`src/rtl/hazard_ctrl_pkg.sv`:
```
// Shared types for the decode->execute hazard controller.
package hazard_ctrl_pkg;

    localparam int unsigned NumRegs  = 32;
    localparam int unsigned CntWidth = 2;

    typedef logic [4:0] creg_addr_t;

    typedef enum logic [1:0] {
        StRun,
        StMemWait,
        StRedirect
    } hz_state_t;

    typedef struct packed {
        logic stallF;
        logic stallD;
        logic flushD;
        logic flushE;
    } hazard_ctl_t;

endpackage

```
`src/rtl/hazard_ctrl_if.sv`:
```
// Decode/writeback/memory status in, issue and pipeline-register controls out.
interface hazard_ctrl_if;
    import hazard_ctrl_pkg::*;

    logic       d_valid;
    creg_addr_t d_ra1;
    creg_addr_t d_ra2;
    creg_addr_t d_rd;
    logic       d_wen;
    logic       d_is_load;
    logic       wb_valid;
    creg_addr_t wb_rd;
    logic       mem_busy;
    logic       br_taken;

    logic       issue;
    logic       stallF;
    logic       stallD;
    logic       flushD;
    logic       flushE;

    modport master (
        output d_valid, d_ra1, d_ra2, d_rd, d_wen, d_is_load,
        output wb_valid, wb_rd, mem_busy, br_taken,
        input  issue, stallF, stallD, flushD, flushE
    );

    modport slave (
        input  d_valid, d_ra1, d_ra2, d_rd, d_wen, d_is_load,
        input  wb_valid, wb_rd, mem_busy, br_taken,
        output issue, stallF, stallD, flushD, flushE
    );

endinterface

```
`src/rtl/hazard_ctrl_reg_scoreboard.sv`:
```
// Per-register in-flight writer counters with three status read ports.
// HAZARD_FWD_EN: writeback only decrements registers that have a tracked writer.
module hazard_ctrl_reg_scoreboard
    import hazard_ctrl_pkg::*;
#(
    parameter int unsigned NReg = NumRegs,
    parameter int unsigned CntW = CntWidth
) (
    input  logic             clk,
    input  logic             reset,
    input  logic             incEn,
    input  creg_addr_t       incAddr,
    input  logic             decEn,
    input  creg_addr_t       decAddr,
    input  creg_addr_t [2:0] rdAddr,
    output logic [2:0]       pending,
    output logic [2:0]       saturated
);

    localparam logic [CntW-1:0] CntMax = {CntW{1'b1}};
    localparam logic [CntW-1:0] CntOne = {{(CntW-1){1'b0}}, 1'b1};

    logic [CntW-1:0] cntQ [NReg];
    logic [CntW-1:0] cntD [NReg];
    logic [NReg-1:0] incHit;
    logic [NReg-1:0] decHit;
    logic            decEff;

    // Qualify the decrement; with forwarding, untracked writers also retire here.
    always_comb begin
`ifdef HAZARD_FWD_EN
        decEff = decEn && (cntQ[decAddr] != '0);
`else
        decEff = decEn;
`endif
    end

    // Per-entry next count; simultaneous inc and dec cancel. Entry 0 never moves.
    always_comb begin
        for (int i = 0; i < NReg; i++) begin
            incHit[i] = incEn && (incAddr == creg_addr_t'(i)) && (i != 0);
            decHit[i] = decEff && (decAddr == creg_addr_t'(i)) && (i != 0);
            cntD[i]   = cntQ[i];
            if (incHit[i] && !decHit[i]) begin
                cntD[i] = cntQ[i] + CntOne;
            end else if (decHit[i] && !incHit[i]) begin
                cntD[i] = cntQ[i] - CntOne;
            end
        end
    end

    // Counter array.
    always_ff @(posedge clk or posedge reset) begin
        if (reset) begin
            for (int i = 0; i < NReg; i++) begin
                cntQ[i] <= '0;
            end
        end else begin
            for (int i = 0; i < NReg; i++) begin
                cntQ[i] <= cntD[i];
            end
        end
    end

    // Read ports: pending ignores x0, saturated flags a full counter.
    always_comb begin
        for (int p = 0; p < 3; p++) begin
            pending[p]   = (cntQ[rdAddr[p]] != '0) && (rdAddr[p] != '0);
            saturated[p] = (cntQ[rdAddr[p]] == CntMax);
        end
    end

`ifndef HAZARD_FWD_EN
    // A retire with no tracked writer means the scoreboard lost a writer.
    assert property (@(posedge clk) disable iff (reset)
        !(decEn && (decAddr != '0) && (cntQ[decAddr] == '0)));
`endif

endmodule

```
`src/rtl/hazard_ctrl.sv`:
```
// Decode->execute scheduler: issue decision, stall/flush controls, memory-wait and
// branch-redirect sequencing. HAZARD_FWD_EN: only loads are tracked by the scoreboard.
module hazard_ctrl
    import hazard_ctrl_pkg::*;
(
    input  logic         clk,
    input  logic         reset,
    hazard_ctrl_if.slave bus
);

    hz_state_t        stateQ, stateD;
    logic             brPendQ, brPendD;
    logic             issueRaw;
    hazard_ctl_t      ctl;
    logic             trackWr;
    logic             hz;
    creg_addr_t [2:0] rdAddr;
    logic [2:0]       pending;
    logic [2:0]       saturated;
    logic             unusedSig;

    assign rdAddr = {bus.d_rd, bus.d_ra2, bus.d_ra1};

`ifdef HAZARD_FWD_EN
    assign trackWr = bus.d_wen & bus.d_is_load;
`else
    assign trackWr = bus.d_wen;
`endif

    // Sources with writers in flight, or a destination whose counter cannot grow.
    assign hz = pending[0] | pending[1] | (trackWr & saturated[2]);

    assign unusedSig = ^{bus.d_is_load, pending[2], saturated[1:0]};

    hazard_ctrl_reg_scoreboard #(
        .NReg (NumRegs),
        .CntW (CntWidth)
    ) u_scoreboard (
        .clk       (clk),
        .reset     (reset),
        .incEn     (issueRaw & trackWr),
        .incAddr   (bus.d_rd),
        .decEn     (bus.wb_valid),
        .decAddr   (bus.wb_rd),
        .rdAddr    (rdAddr),
        .pending   (pending),
        .saturated (saturated)
    );

    // Next state and pipeline controls.
    always_comb begin
        stateD   = stateQ;
        brPendD  = brPendQ;
        issueRaw = 1'b0;
        ctl      = '0;
        unique case (stateQ)
            StRun: begin
                if (bus.br_taken) begin
                    ctl.flushD = 1'b1;
                    ctl.flushE = 1'b1;
                    stateD     = StRedirect;
                end else begin
                    issueRaw = bus.d_valid & ~hz & ~bus.mem_busy;
                    if (bus.d_valid && !issueRaw) begin
                        ctl.stallF = 1'b1;
                        ctl.stallD = 1'b1;
                        ctl.flushE = 1'b1;
                    end
                    if (bus.mem_busy) begin
                        stateD = StMemWait;
                    end
                end
            end
            StMemWait: begin
                // Execute register is held by the memory stage, so no bubble here.
                ctl.stallF = 1'b1;
                ctl.stallD = 1'b1;
                if (bus.br_taken) begin
                    brPendD = 1'b1;
                end
                if (!bus.mem_busy) begin
                    stateD  = (brPendQ || bus.br_taken) ? StRedirect : StRun;
                    brPendD = 1'b0;
                end
            end
            StRedirect: begin
                ctl.flushD = 1'b1;
                stateD     = StRun;
            end
            default: begin
                stateD = StRun;
            end
        endcase
    end

    // FSM state and deferred-branch flag.
    always_ff @(posedge clk or posedge reset) begin
        if (reset) begin
            stateQ  <= StRun;
            brPendQ <= 1'b0;
        end else begin
            stateQ  <= stateD;
            brPendQ <= brPendD;
        end
    end

    // Outputs are forced low for the whole time reset is held.
    assign bus.issue  = issueRaw & ~reset;
    assign bus.stallF = ctl.stallF & ~reset;
    assign bus.stallD = ctl.stallD & ~reset;
    assign bus.flushD = ctl.flushD & ~reset;
    assign bus.flushE = ctl.flushE & ~reset;

endmodule

```
`src/flat_wrapper.sv`:
```
// flat-port wrapper written by rule: the top's interface ports become plain ports
module hazard_ctrl_flat import hazard_ctrl_pkg::*;
  (clk, reset, bus_d_valid, bus_d_ra1, bus_d_ra2, bus_d_rd, bus_d_wen, bus_d_is_load, bus_wb_valid, bus_wb_rd, bus_mem_busy, bus_br_taken, bus_issue, bus_stallF, bus_stallD, bus_flushD, bus_flushE);
  hazard_ctrl_if bus_i ();
  input  logic clk;
  input  logic reset;
  input wire logic [$bits(bus_i.d_valid)-1:0] bus_d_valid;
  input wire logic [$bits(bus_i.d_ra1)-1:0] bus_d_ra1;
  input wire logic [$bits(bus_i.d_ra2)-1:0] bus_d_ra2;
  input wire logic [$bits(bus_i.d_rd)-1:0] bus_d_rd;
  input wire logic [$bits(bus_i.d_wen)-1:0] bus_d_wen;
  input wire logic [$bits(bus_i.d_is_load)-1:0] bus_d_is_load;
  input wire logic [$bits(bus_i.wb_valid)-1:0] bus_wb_valid;
  input wire logic [$bits(bus_i.wb_rd)-1:0] bus_wb_rd;
  input wire logic [$bits(bus_i.mem_busy)-1:0] bus_mem_busy;
  input wire logic [$bits(bus_i.br_taken)-1:0] bus_br_taken;
  output wire logic [$bits(bus_i.issue)-1:0] bus_issue;
  output wire logic [$bits(bus_i.stallF)-1:0] bus_stallF;
  output wire logic [$bits(bus_i.stallD)-1:0] bus_stallD;
  output wire logic [$bits(bus_i.flushD)-1:0] bus_flushD;
  output wire logic [$bits(bus_i.flushE)-1:0] bus_flushE;
  assign bus_i.d_valid = bus_d_valid;
  assign bus_i.d_ra1 = bus_d_ra1;
  assign bus_i.d_ra2 = bus_d_ra2;
  assign bus_i.d_rd = bus_d_rd;
  assign bus_i.d_wen = bus_d_wen;
  assign bus_i.d_is_load = bus_d_is_load;
  assign bus_i.wb_valid = bus_wb_valid;
  assign bus_i.wb_rd = bus_wb_rd;
  assign bus_i.mem_busy = bus_mem_busy;
  assign bus_i.br_taken = bus_br_taken;
  assign bus_issue = bus_i.issue;
  assign bus_stallF = bus_i.stallF;
  assign bus_stallD = bus_i.stallD;
  assign bus_flushD = bus_i.flushD;
  assign bus_flushE = bus_i.flushE;
  hazard_ctrl u_core (.clk(clk), .reset(reset), .bus(bus_i));
endmodule
```
`config.mk`:
```
export PLATFORM = sky130hd
export DESIGN_NAME = hazard_ctrl_flat
export DESIGN_NICKNAME = d
export VERILOG_FILES = /design/src/rtl/hazard_ctrl_pkg.sv /design/src/rtl/hazard_ctrl_if.sv /design/src/rtl/hazard_ctrl_reg_scoreboard.sv /design/src/rtl/hazard_ctrl.sv /design/src/flat_wrapper.sv
export SDC_FILE = /design/constraint.sdc
export NUM_CORES = 1
export LEC_CHECK = 0
export BUFFER_PORTS_ARGS = -buffer_cell sky130_fd_sc_hd__buf_2
export CAP_MARGIN = 15
export CORE_MARGIN = 2
export CORE_UTILIZATION = 45
export CTS_CLUSTER_DIAMETER = 40
export DETAILED_ROUTE_END_ITERATION = 7
export SYNTH_ARGS = -nofsm -noshare
export SYNTH_HDL_FRONTEND = slang
export SYNTH_SLANG_ARGS = --single-unit
```
`constraint.sdc`:
```
create_clock -name clk -period 3.2 [get_ports clk]
set_input_delay 0.64 -clock clk [delete_from_list [all_inputs] [get_ports clk]]
set_output_delay 0.64 -clock clk [all_outputs]
set_load 0.05 [all_outputs]
```
==> out/qor.yml <==
outcome: "finished with violations"
violations: "negative setup slack"
core_area_um2: 10700
grt_setup_unrepaired: "true"
grt.busiest_layer: "met2"
syn-cell-area_um2: 4930
numCtsBuffers: 9
n_antenna_cell: 0
synth-seq-cells: 65
clkLatencyLatePin_ps: 350
post-place-cells: 743
rows: 38
r2r_start: "u_core.u_scoreboard.cntQ[23]$_DFFE_PP0P_"
synth-edff-count: 0
dieArea_um2: 11800
final_common_cell: "nor2_1"
synthesis.yosys.warnings: 0
drc: 0
cpPeakStageDelay_ps: 490
critPathArrivalTime_ps: 2690
use_met1: 0.367
dieHeight_um: 109
final_area_um2: 6410
antenna_found_initial: 0
pre_cts_slack_ps: -503
cts_root_buf: "clkbuf_8"
p_sw_mw: 1.60
yosysUniqueCellTypes: 48
fmax_mhz: 300
final_cell_mix: "nor2_1 (66), buf_4 (65), dfrtp_1 (65), xor2_1 (60), nand2_1 (55)"
syn_to_final_growth_pct: 30.1
portBuffers: 31
fin_util: 0.597
setup_ws_ps: -133
drv_slew: 0
drt_iter0_drc: 302
worstHoldStart: "u_core.u_scoreboard.cntQ[59]$_DFFE_PP0P_"
start_util: 0.459
cp_num_buf_inv: 4
endpoint_kind: "output pin"
place.gp.congestion: 0.912
grt_pass1_wl_mm: 24.3
p_seq_frac: 0.450
synth_top_area_cell: "dfrtp_1"
fin_cells: 767
seq_area_frac_synth: 0.330
synth_area_leaders: "dfrtp_1 (33%), xor2_1 (11%), ha_1 (7.9%)"
use_met2: 0.449
synth_top_area_frac: 0.330
cts_buffer_depth: 2
path_class: "input port to output pin"
grt_usage: 0.279
avgSynthCellArea_um2: 9.20
required_ps: 2560
p_leak_nw: 2.73
fin_crit_ps: 3330
hold_class: "flop to flop"
critical_path_peak_fanout: 5
io_pins: 33
grt_pass1_vias: 4513
nNetsFinal: 683
syn_nets: 595
crit_chain: "buf_12 > buf_12 > buf_4 > mux4_2 > mux4_2 > o21a_1 > nand4b_4 > nor4b_4 > buf_6"
overflow: 0
worstHoldPathCells: 1
async_flop_share: 1.00
peakVddDrop_mv: 0.340
skew_ps: 6.28
cts_tree: "yes"
whs_ps: 496
drt.antenna.violating_nets: 0
placed_area_um2: 5690
relSlewSlack: 0.365
ff2ff_setup_slack_ps: 20
dpl.hpwl_mm: 11.6
syn-instance-count: 536
drive_gt1_frac: 0.309
startpoint: "bus_d_rd[1]"
finalCritPeriodShare: 1.04
cpMaxStageDelayCell: "mux4_2"
vias: 4455
ys_dominant_reg_cell: "dfrtp_1"
clk_pin_slew_ps: 60
grt_util_met3: 0.0616
reg2reg_depth: 11
comb_power_share: 0.395
reg2reg_to: "u_core.u_scoreboard.cntQ[3]$_DFFE_PP0P_"
setup_viol: 5
power.density_nw_per_um2: 616
htree_levels: 3
drt-pass1-iter-count: 5
routed_wl_mm: 15.5
cp-start-kind: "input port"
pwr-share-clk: 0.155
internal_power_mw: 2.35
clock_sinks: 65
wl_per_cell_um: 20.2
cap_violations: 0
p_sw_frac: 0.405
routed_via_density: 5.81
grt_max_degree: 66
hold_end: "u_core.u_scoreboard.cntQ[59]$_DFFE_PP0P_"
tightest_slew_ps: 950
critPathTopFamily: "multiplexers"
die_x_um: 109
hold_viol: 0
## metrics by stage
| stage | total power [mW] | TNS, ps |
|---|---|---|
| after detailed placement | 3.20 | -20310 |
| after global routing | 4.21 | -1380 |
| after floorplan | 2.62 | -114 |
| after CTS | 3.89 | -329 |
| final | 3.95 | -301 |
| after global placement | 3.15 | -17480 |
## per-layer routing
layer  up-vias  share of wire
met5         -              0
met3        43          0.066
met2       153           0.48
met4         0          0.039
li1       2065              -
met1      2194           0.42
## cells in the mapped netlist, types with 2 or more instances
library cell / instances
a2111oi_0: 5
a211oi_1: 5
a21oi_1: 8
a31oi_1: 4
and3_1: 2
buf_4: 2
buf_6: 4
clkbuf_1: 20
dfrtp_1: 65
ha_1: 31
inv_1: 6
mux2i_1: 2
mux4_1: 4
mux4_2: 10
nand2_1: 55
nand2b_1: 10
nand3_1: 13
nand4_1: 5
nor2_1: 76
nor2b_1: 8
nor3_1: 27
nor3b_1: 4
nor4_1: 28
nor4_2: 3
nor4b_1: 2
o211ai_1: 3
o21a_1: 2
o21ai_0: 14
o31ai_1: 2
or3_1: 7
xnor2_1: 31
xor2_1: 62
## flip-flops by register name, indices dropped and copies added, names as in the netlist
register                  count
u_core.brPendQ                1
u_core.stateQ                 2
u_core.u_scoreboard.cntQ     62
## kinds of logic (layout without fill, tap and decap cells)
| logic type | Yosys count | in the layout | synth area share |
|---|---|---|---|
| XOR/XNOR | 93 | 93 | 0.165 |
| multiplexers | 16 | 16 | 0.0710 |
| adder cells (fa/ha/maj) | 31 | 31 | 0.0787 |
| buffers and inverters | 32 | 123 | 0.0320 |
| flip-flops | 65 | 65 | 0.330 |
| AO/OA/AOI/OAI | 51 | 51 | 0.0700 |
| AND/OR/NAND/NOR | 248 | 248 | 0.253 |
## area by class of cell
class                           instances  area (µm²)
Multi-Input combinational cell        439        3580
Sequential cell                        65        1630
Fill cell                             961        4330
Clock buffer                           14         163
Inverter                                6        30.0
Timing Repair Buffer                  103         842
Tap cell                              140         175
## how the worst max path moves through the flow
| stage | end | cells after the start |
|---|---|---|
| floorplan | bus_issue | 6 |
| global placement | u_core.u_scoreboard.cntQ[1]$_DFFE_PP0P_ | 13 |
| detailed placement | u_core.u_scoreboard.cntQ[1]$_DFFE_PP0P_ | 13 |
| CTS | bus_issue | 10 |
| global route | bus_issue | 10 |
| finish | bus_issue | 9 |
## power groups by stage
stage	clock network, mW	logic (mW)	registers [mW]
finish	0.612	1.56	1.78
global route	0.671	1.70	1.83
CTS	0.632	1.49	1.77
detailed placement	0	1.43	1.77
global placement	0	1.40	1.75
floorplan	0	0.988	1.64
## timing repair
item,in CTS,in global routing
gates cloned,1,0
buffers inserted,5,4
endpoints found under the setup margin,22,31
resized for setup,33,64
hold buffers,0,0
pin swaps,5,17
No activity file was read; power rests on OpenSTA's default activity.
